### src/rtl/led_bus_if.sv
// led_bus_if: requester-side and device-side signals of the shared LED bus
interface led_bus_if #(
  parameter int NUM_MASTERS = 2,
  parameter int ADDR_WIDTH  = 4,
  parameter int DATA_WIDTH  = 8
);
  logic [NUM_MASTERS-1:0]                 m_cyc_i;
  logic [NUM_MASTERS-1:0]                 m_stb_i;
  logic [NUM_MASTERS-1:0]                 m_we_i;
  logic [NUM_MASTERS-1:0][ADDR_WIDTH-1:0] m_adr_i;
  logic [NUM_MASTERS-1:0][DATA_WIDTH-1:0] m_dat_i;
  logic [NUM_MASTERS-1:0]                 m_ack_o;
  logic [NUM_MASTERS-1:0]                 m_err_o;
  logic [NUM_MASTERS-1:0]                 m_stall_o;
  logic                                   s_cyc_o;
  logic                                   s_stb_o;
  logic                                   s_we_o;
  logic [ADDR_WIDTH-1:0]                  s_adr_o;
  logic [DATA_WIDTH-1:0]                  s_dat_o;
  logic                                   s_ack_i;
  logic                                   s_err_i;
  logic                                   s_stall_i;
  logic [NUM_MASTERS-1:0]                 grant_o;
  // arbiter view
  modport slave (
    input  m_cyc_i, m_stb_i, m_we_i, m_adr_i, m_dat_i, s_ack_i, s_err_i, s_stall_i,
    output m_ack_o, m_err_o, m_stall_o, s_cyc_o, s_stb_o, s_we_o, s_adr_o, s_dat_o, grant_o
  );
  // requesters plus device view
  modport master (
    output m_cyc_i, m_stb_i, m_we_i, m_adr_i, m_dat_i, s_ack_i, s_err_i, s_stall_i,
    input  m_ack_o, m_err_o, m_stall_o, s_cyc_o, s_stb_o, s_we_o, s_adr_o, s_dat_o, grant_o
  );
endinterface

### src/rtl/led_bus_arbiter.sv
// led_bus_arbiter: round-robin arbiter sharing one LED device bus with a strobe watchdog
module led_bus_arbiter #(
  parameter int NUM_MASTERS    = 2,
  parameter int ADDR_WIDTH     = 4,
  parameter int DATA_WIDTH     = 8,
  parameter int TIMEOUT_CYCLES = 16
) (
  input logic     clk_i,
  input logic     rst_ni,
  led_bus_if.slave bus
);
  localparam int IW = $clog2(NUM_MASTERS);
  localparam int WW = $clog2(TIMEOUT_CYCLES + 1);
  typedef enum logic [1:0] {IDLE, OWNED, FLUSH} state_t;
  state_t state_q, state_d;
  logic [IW-1:0] owner_q, owner_d, ptr_q, ptr_d, pick;
  logic [WW-1:0] wdog_q, wdog_d;
  logic [NUM_MASTERS-1:0] oh;
  logic owned, cyc_own, stb_own, stalled, expire;
  function automatic logic [IW-1:0] wrap(input logic [IW-1:0] base, input int off);
    int s;
    s = int'(base) + off;
    return IW'(s >= NUM_MASTERS ? s - NUM_MASTERS : s);
  endfunction
  assign owned   = state_q == OWNED;
  assign cyc_own = bus.m_cyc_i[owner_q];
  assign stb_own = bus.m_stb_i[owner_q];
  assign oh      = NUM_MASTERS'(1) << owner_q;
  // a strobe waiting on the device with no response this cycle
  assign stalled = owned && stb_own && !bus.s_ack_i && !bus.s_err_i;
  // expiry lands on the TIMEOUT_CYCLES-th consecutive waiting cycle; a device response that cycle wins
  assign expire  = stalled && wdog_q == WW'(TIMEOUT_CYCLES - 1);
  // first requester at or after the priority pointer; reverse scan so the nearest one wins
  always_comb begin
    pick = ptr_q;
    for (int k = NUM_MASTERS - 1; k >= 0; k--)
      if (bus.m_cyc_i[wrap(ptr_q, k)]) pick = wrap(ptr_q, k);
  end
  // state, owner, pointer and watchdog registers
  always_ff @(posedge clk_i) begin
    if (!rst_ni) begin
      state_q <= IDLE;
      owner_q <= '0;
      ptr_q   <= '0;
      wdog_q  <= '0;
    end else begin
      state_q <= state_d;
      owner_q <= owner_d;
      ptr_q   <= ptr_d;
      wdog_q  <= wdog_d;
    end
  end
  // next state: grant from IDLE, hold until release, divert to FLUSH on timeout
  always_comb begin
    state_d = state_q;
    owner_d = owner_q;
    ptr_d   = ptr_q;
    wdog_d  = stalled && !expire ? wdog_q + 1'b1 : '0;
    case (state_q)
      IDLE: if (|bus.m_cyc_i) begin
        state_d = OWNED;
        owner_d = pick;
      end
      OWNED: if (expire) state_d = FLUSH;
        else if (!cyc_own) begin
          state_d = IDLE;
          ptr_d   = wrap(owner_q, 1);
        end
      FLUSH: if (!cyc_own) begin
        state_d = IDLE;
        ptr_d   = wrap(owner_q, 1);
      end
      default: state_d = IDLE;
    endcase
  end
  // outputs: owner passthrough while OWNED, everyone else stalled with no responses
  always_comb begin
    bus.grant_o   = state_q != IDLE ? oh : '0;
    bus.s_cyc_o   = owned;
    bus.s_stb_o   = owned && stb_own;
    bus.s_we_o    = owned && bus.m_we_i[owner_q];
    bus.s_adr_o   = owned ? bus.m_adr_i[owner_q] : '0;
    bus.s_dat_o   = owned ? bus.m_dat_i[owner_q] : '0;
    bus.m_ack_o   = owned && bus.s_ack_i ? oh : '0;
    bus.m_err_o   = owned && (bus.s_err_i || expire) ? oh : '0;
    bus.m_stall_o = !rst_ni ? '1 : owned && !bus.s_stall_i ? ~oh : '1;
  end
endmodule
### src/flat_wrapper.sv
// flat-port wrapper written by rule: the top's interface ports become plain ports
module led_bus_arbiter_flat 
#(
  parameter int NUM_MASTERS    = 2,
  parameter int ADDR_WIDTH     = 4,
  parameter int DATA_WIDTH     = 8,
  parameter int TIMEOUT_CYCLES = 16
)
  (clk_i, rst_ni, bus_m_cyc_i, bus_m_stb_i, bus_m_we_i, bus_m_adr_i, bus_m_dat_i, bus_s_ack_i, bus_s_err_i, bus_s_stall_i, bus_m_ack_o, bus_m_err_o, bus_m_stall_o, bus_s_cyc_o, bus_s_stb_o, bus_s_we_o, bus_s_adr_o, bus_s_dat_o, bus_grant_o);
  led_bus_if #(.NUM_MASTERS(NUM_MASTERS), .ADDR_WIDTH(ADDR_WIDTH), .DATA_WIDTH(DATA_WIDTH)) bus_i ();
  input logic clk_i;
  input logic rst_ni;
  input wire logic [$bits(bus_i.m_cyc_i)-1:0] bus_m_cyc_i;
  input wire logic [$bits(bus_i.m_stb_i)-1:0] bus_m_stb_i;
  input wire logic [$bits(bus_i.m_we_i)-1:0] bus_m_we_i;
  input wire logic [$bits(bus_i.m_adr_i)-1:0] bus_m_adr_i;
  input wire logic [$bits(bus_i.m_dat_i)-1:0] bus_m_dat_i;
  input wire logic [$bits(bus_i.s_ack_i)-1:0] bus_s_ack_i;
  input wire logic [$bits(bus_i.s_err_i)-1:0] bus_s_err_i;
  input wire logic [$bits(bus_i.s_stall_i)-1:0] bus_s_stall_i;
  output wire logic [$bits(bus_i.m_ack_o)-1:0] bus_m_ack_o;
  output wire logic [$bits(bus_i.m_err_o)-1:0] bus_m_err_o;
  output wire logic [$bits(bus_i.m_stall_o)-1:0] bus_m_stall_o;
  output wire logic [$bits(bus_i.s_cyc_o)-1:0] bus_s_cyc_o;
  output wire logic [$bits(bus_i.s_stb_o)-1:0] bus_s_stb_o;
  output wire logic [$bits(bus_i.s_we_o)-1:0] bus_s_we_o;
  output wire logic [$bits(bus_i.s_adr_o)-1:0] bus_s_adr_o;
  output wire logic [$bits(bus_i.s_dat_o)-1:0] bus_s_dat_o;
  output wire logic [$bits(bus_i.grant_o)-1:0] bus_grant_o;
  assign bus_i.m_cyc_i = bus_m_cyc_i;
  assign bus_i.m_stb_i = bus_m_stb_i;
  assign bus_i.m_we_i = bus_m_we_i;
  assign bus_i.m_adr_i = bus_m_adr_i;
  assign bus_i.m_dat_i = bus_m_dat_i;
  assign bus_i.s_ack_i = bus_s_ack_i;
  assign bus_i.s_err_i = bus_s_err_i;
  assign bus_i.s_stall_i = bus_s_stall_i;
  assign bus_m_ack_o = bus_i.m_ack_o;
  assign bus_m_err_o = bus_i.m_err_o;
  assign bus_m_stall_o = bus_i.m_stall_o;
  assign bus_s_cyc_o = bus_i.s_cyc_o;
  assign bus_s_stb_o = bus_i.s_stb_o;
  assign bus_s_we_o = bus_i.s_we_o;
  assign bus_s_adr_o = bus_i.s_adr_o;
  assign bus_s_dat_o = bus_i.s_dat_o;
  assign bus_grant_o = bus_i.grant_o;
  led_bus_arbiter #(.NUM_MASTERS(NUM_MASTERS), .ADDR_WIDTH(ADDR_WIDTH), .DATA_WIDTH(DATA_WIDTH), .TIMEOUT_CYCLES(TIMEOUT_CYCLES)) u_core (.clk_i(clk_i), .rst_ni(rst_ni), .bus(bus_i));
endmodule
### config.mk
export PLATFORM = sky130hd
export DESIGN_NAME = led_bus_arbiter_flat
export DESIGN_NICKNAME = d
export VERILOG_FILES = /design/src/rtl/led_bus_if.sv /design/src/rtl/led_bus_arbiter.sv /design/src/flat_wrapper.sv
export SDC_FILE = /design/constraint.sdc
export NUM_CORES = 1
export LEC_CHECK = 0
export ABC_CLOCK_PERIOD_IN_PS = 2400
export CORE_ASPECT_RATIO = 1.1
export CORE_MARGIN = 10
export CORE_UTILIZATION = 34
export DETAILED_ROUTE_END_ITERATION = 6
export PLACE_DENSITY = 0.83
export SLEW_MARGIN = 20
export SYNTH_ARGS = -nofsm -noshare
export SYNTH_HDL_FRONTEND = slang
export SYNTH_SLANG_ARGS = --single-unit
### constraint.sdc
create_clock -name clk_i -period 2.4 [get_ports clk_i]
set_input_delay 0.36 -clock clk_i [delete_from_list [all_inputs] [get_ports clk_i]]
set_output_delay 0.36 -clock clk_i [all_outputs]
set_load 0.01 [all_outputs]
Yosys cells after proc, flatten, opt, wreduce, memory -nomap -nowiden
Cells that the tools add are included.
- bitwise operators: 1
- shift-type cells: 1
- muxes and demuxes: 33
- reduce and logical (&&, ||, !) cells: 21
- order comparisons: 6
- equal/unequal tests: 5
- add/sub/neg operators: 6
- operators with widths (kind ; number):
    $mux W8 ; 3
    $mux W1 ; 17
    $mux W2 ; 8
    $mux W4 ; 3
    $logic_and A1 B1 Y1 ; 9
    $lt A1 B2 Y1 const B ; 3
    $pmux W2 S3 ; 1
    $reduce_and A2 Y1 ; 3
    $add A5 B1 Y5 const B ; 1
    $eq A5 B4 Y1 const B ; 1
    $add A1 B1 Y2 const B ; 2
    $ge A2 B2 Y1 const B ; 2
    $logic_not A1 Y1 ; 4
    $reduce_bool A2 Y1 ; 2
    $sub A1 B1 Y1 const B ; 3
    $eq A2 B1 Y1 const B ; 1
    $eq A2 B2 Y1 const B ; 1
    $ge A1 B2 Y1 const B ; 1
    $logic_not A2 Y1 ; 1
    $ne A2 B1 Y1 const B ; 1
    $ne A2 B2 Y1 const B ; 1
    $not A2 Y2 ; 1
    $pmux W1 S2 ; 1
    $reduce_or A2 Y1 ; 1
    2 further kinds ; 2
- logic and storage cells: 77
- input bits: 35
- output and inout port bits: 23
- register bits: 9

Depth between registers and ports, before layout
Gate-level depths: netlist of the first run.
- word-level depth: 9
- gate-level depth with buffers: 7

Least setup slack after synthesis of the first run
Ideal clock, no wire load.
- path kind: reg2out
- start point: register u_core.wdog_q[0]
- end point: output bus_m_err_o[0]
- path buffers: 0
- cell stages (with the launch flop): 7
- arrival time: 1.491 ns
- slack: 0.549 ns
- required time: 2.040 ns
- cells stage by stage: dfxtp_1 ha_1 and3_1 ha_1 nor2b_1 a21oi_1 nor3b_1
- word-level cells in the longest chain between the ends: 5
- ends and longest elaborated chain (what ; line ; text):
    start: declaration ; led_bus_arbiter.sv:17 ; logic [WW-1:0] wdog_q, wdog_d;
    start signal: assignment ; led_bus_arbiter.sv:50 ; wdog_q <= wdog_d;
    $eq A5 B4 Y1 ; led_bus_arbiter.sv:32 ; assign expire = stalled && wdog_q == WW'(TIMEOUT_CYCLES - 1);
    $logic_and A1 B1 Y1 ; led_bus_arbiter.sv:32 ;
    $logic_or A1 B1 Y1 ; led_bus_arbiter.sv:85 ; bus.m_err_o = owned && (bus.s_err_i || expire) ? oh : '0;
    $logic_and A1 B1 Y1 ; led_bus_arbiter.sv:85 ;
    $mux W2 ; led_bus_arbiter.sv:85 ;
    end: declaration ; flat_wrapper.sv:22 ; output wire logic [$bits(bus_i.m_err_o)-1:0] bus_m_err_o;
No other way between the ends.

Worst setup path after layout of the first run
- start point: register u_core.state_q[0]
- end point: output bus_s_adr_o[0]
- word-level cells in the longest chain between the ends: 2
- ends and longest elaborated chain (what ; line ; text):
    start: declaration ; led_bus_arbiter.sv:15 ; state_t state_q, state_d;
    start signal: assignment ; led_bus_arbiter.sv:47 ; state_q <= state_d;
    $eq A2 B1 Y1 ; led_bus_arbiter.sv:25 ; assign owned = state_q == OWNED;
    $mux W4 ; led_bus_arbiter.sv:82 ; bus.s_adr_o = owned ? bus.m_adr_i[owner_q] : '0;
    end: declaration ; flat_wrapper.sv:27 ; output wire logic [$bits(bus_i.s_adr_o)-1:0] bus_s_adr_o;
No other way between the ends.

==> results of run 1 <==
-- kinds of logic after synthesis --
family | after synthesis | synth area share, %
AOI/OAI and AO/OA | 12 | 9.163
xor gates and xnor gates | 2 | 2.174
adders and majority gates | 6 | 9.317
buffers and inverters | 9 | 5.278
DFF | 9 | 22.36
and+or+nand+nor | 44 | 33.08
muxes | 15 | 18.63
-- power by group through the flow --
stage	clock [µW]	combinational, µW	sequential (µW)
global placement	0	216	165
global route	125	237	163
CTS	116	221	162
detailed placement	0	221	165
finish	114	219	162
floorplan	0	96.9	161
-- cell type report --
cell class | instances | area [µm²]
well taps | 30 | 37.54
fillers | 200 | 793.3
repair buffers | 62 | 609.3
multi-input cells | 79 | 590.6
inverters | 4 | 15.01
clock buffers | 4 | 26.28
flip-flops and latches | 9 | 180.2
-- how the worst min path moves through the flow --
stage,startpoint,end,slack [ps],cells after the start
finish,u_core.wdog_q[0],u_core.wdog_q[0],450,1
global route,u_core.wdog_q[0],u_core.wdog_q[0],480,1
CTS,u_core.wdog_q[0],u_core.wdog_q[0],450,1
detailed placement,u_core.wdog_q[0],u_core.wdog_q[0],440,1
global placement,u_core.wdog_q[0],u_core.wdog_q[0],430,1
floorplan,u_core.wdog_q[0],u_core.wdog_q[0],420,1
-- critical path: stages, from the launching register on --
cell and delay [ps]:
dfxtp_1 400, ha_1 320, buf_4 200, nor2b_1 160
clkdlybuf4s50_1 570
-- per-stage QoR --
stage	instances	power, µW
3_3_place_gp	184	380.6
2_1_floorplan	97	257.8
4_1_cts	188	498.5
3_5_place_dp	184	386.0
5_1_grt	188	525.1
6_report	188	494.3
-- cell usage in the layout, fill, tap and decap left out, drive strengths merged, types with 2 or more instances in the layout --
cell	instances
nor2	10
dfxtp	9
nor3b	2
a21oi	6
and3	3
clkbuf	4
clkdlybuf4s50	55
o21ai	2
nand3	2
mux2i	15
nand2b	2
inv	4
ha	6
buf	5
nand2	3
nor2b	16
-- sequential cells by signal (all words and copies together), names as in the netlist --
name	flops
u_core.wdog_q	5
u_core.owner_q	1
u_core.ptr_q	1
u_core.state_q	2
-- layer usage --
metal	part of all wire, %	wire length, µm	track usage, %	vias to the layer above
met4	0.21	6	1.399	0
met1	37	1066	11.98	394
met5	0	0	0	-
met2	54	1586	22.58	33
met3	8.6	251	4.094	2
li1	-	-	-	459
-- timing repair --
action | 4_1_cts | 5_1_grt
resized for setup | 2 | 2
endpoints found under the hold margin | 0 | 0
setup endpoints to repair | 2 | 1
==> summary.md, run 1 <==
| Metric | Value |
|---|---|
| Hold Fails Final Rpt | `0` |
| Fin util | `64.78%` |
| Mapped Nets | `138` |
| Core area | `0.002252 mm²` |
| Area leader, netlist | `dfxtp_1` |
| I/O Pins | `58` |
| Final setup viols | `0` |
| Synth Flop Type | `dfxtp_1` |
| Worst setup EP type | `output pin` |
| Vias in the first global route | `880` |
| Initial cell density of the core | `35.78%` |
| WP data required | `2040 ps` |
| Critical path class | `register to output pin` |
| DR iter-0 viols | `33` |
| Setup crit start | `u_core.state_q[0]` |
| Synth area leaders | `dfxtp_1, mux2i_1, nor2b_1, ha_1, nor2_1` |
| PD cells | `338.8 mW/mm²` |
| Syn avg cell area | `8.307 µm²` |
| Yosys warnings | `0` |
| Max VDD drop | `0.0002882 V` |
| Synth cell types | `28` |
| Port Buffer Count | `57` |
| Lkg Pwr | `0.0005685 µW` |
| Final worst slack | `126.5 ps` |
| CTS buffer count | `3` |
| Layout Skew | `3.064 ps` |
| Int Pwr | `354.7 µW` |
| Drt drc | `0` |
| Avg WL per Cell | `15.48 µm` |
| Row count | `18` |
| Most frequent cell after synthesis | `nor2b_1` |
| End point of the critical path | `bus_s_adr_o[0]` |
| Psw | `139.6 µW` |
| Clk root buf | `clkbuf_4` |
| Critical path arrival | `1910 ps` |
| Die footprint | `0.004719 mm²` |
| Die X | `66.42 µm` |
| Sequential share of power | `32.7%` |
| GPL Wtd Cong | `0.7772` |
| R2r setup slk | `520 ps` |
| Final Max Slew Viols | `0` |
| Reg-to-reg endpoint | `u_core.state_q[1]` |
| Fmax | `439.8 MHz` |
| Switch share | `28.24%` |
| N_diodes | `0` |
| Part of the Yosys area used for sequential elements | `22.36%` |
| Post-route ant nets | `0` |
| Final hold slack | `447.7 ps` |
| NumNets Final | `200` |
| Max FO, Critical Path | `8` |
| EDFF count, synth | `0` |
| Clock Power Share | `23.0%` |
| Ys async rst share | `0%` |
| H-tree Lvls | `1` |
| Min Tclk post-route | `2274 ps` |
| TritonCTS clock tree | `built` |
| Total of max-cap violations | `0` |
| Outcome | `finished, final reports clean` |
| Worst hold-check path type | `register to register` |
| Seq cells post-synth | `9` |
| CTS Hold Buffers Added | `0` |
| TritonCTS Sinks | `9` |
| Nature of the critical path startpoint | `register` |
| Routed vias/inst | `4.723` |
| DR pass1 iterations | `4` |
| Synth Instances | `97` |
| Synthesized cell area | `805.8 µm²` |
| Post-route cell area | `0.001459 mm²` |
| GRT Overall Usage | `11.78%` |
| Area Overhead vs Synth | `81.06%` |
| First-pass GRT wire length | `4.457 mm` |
| Fin crit share | `94.73%` |
| Yosys top cell area share | `22.36%` |
| Worst-Skew Late Latency | `250 ps` |
| Top cells by count, synth | `nor2b_1, mux2i_1, nor2_1` |
| Worst reg2reg path depth | `8` |
| Total negative slack | `0 ps` |
| Layout cells sized above 1 | `6.329%` |
| Reg2reg start | `u_core.wdog_q[0]` |
| Number of setup buffers added after CTS | `0` |
| Unrepaired setup endpoints after global routing | `false` |
| Initial antenna violation count | `0` |
| Vias | `888` |
| Pin count of the biggest net entering global routing | `12` |
| Worst relative slew slack | `76.46%` |
| Clk buf depth | `2` |
| Post-DP Area | `0.001424 mm²` |
| Combinational share of power | `44.3%` |
| Grt ovf | `0` |
| Place WS | `137.4 ps` |
| HPWL after DPL | `2.481 mm` |
| Die Ht | `71.06 µm` |
| Total wire length | `2.911 mm` |
| Slew of the pin with the lowest slew margin | `349.9 ps` |
| Worst-path clk slew | `60 ps` |
(Power assumes the default switching activity.)
==> run 2: changes to the inputs <==
- CTS_CLUSTER_SIZE: unset -> 14
==> results of run 2 <==
The final DEF is identical to that of run 1; final timing and power are the same.
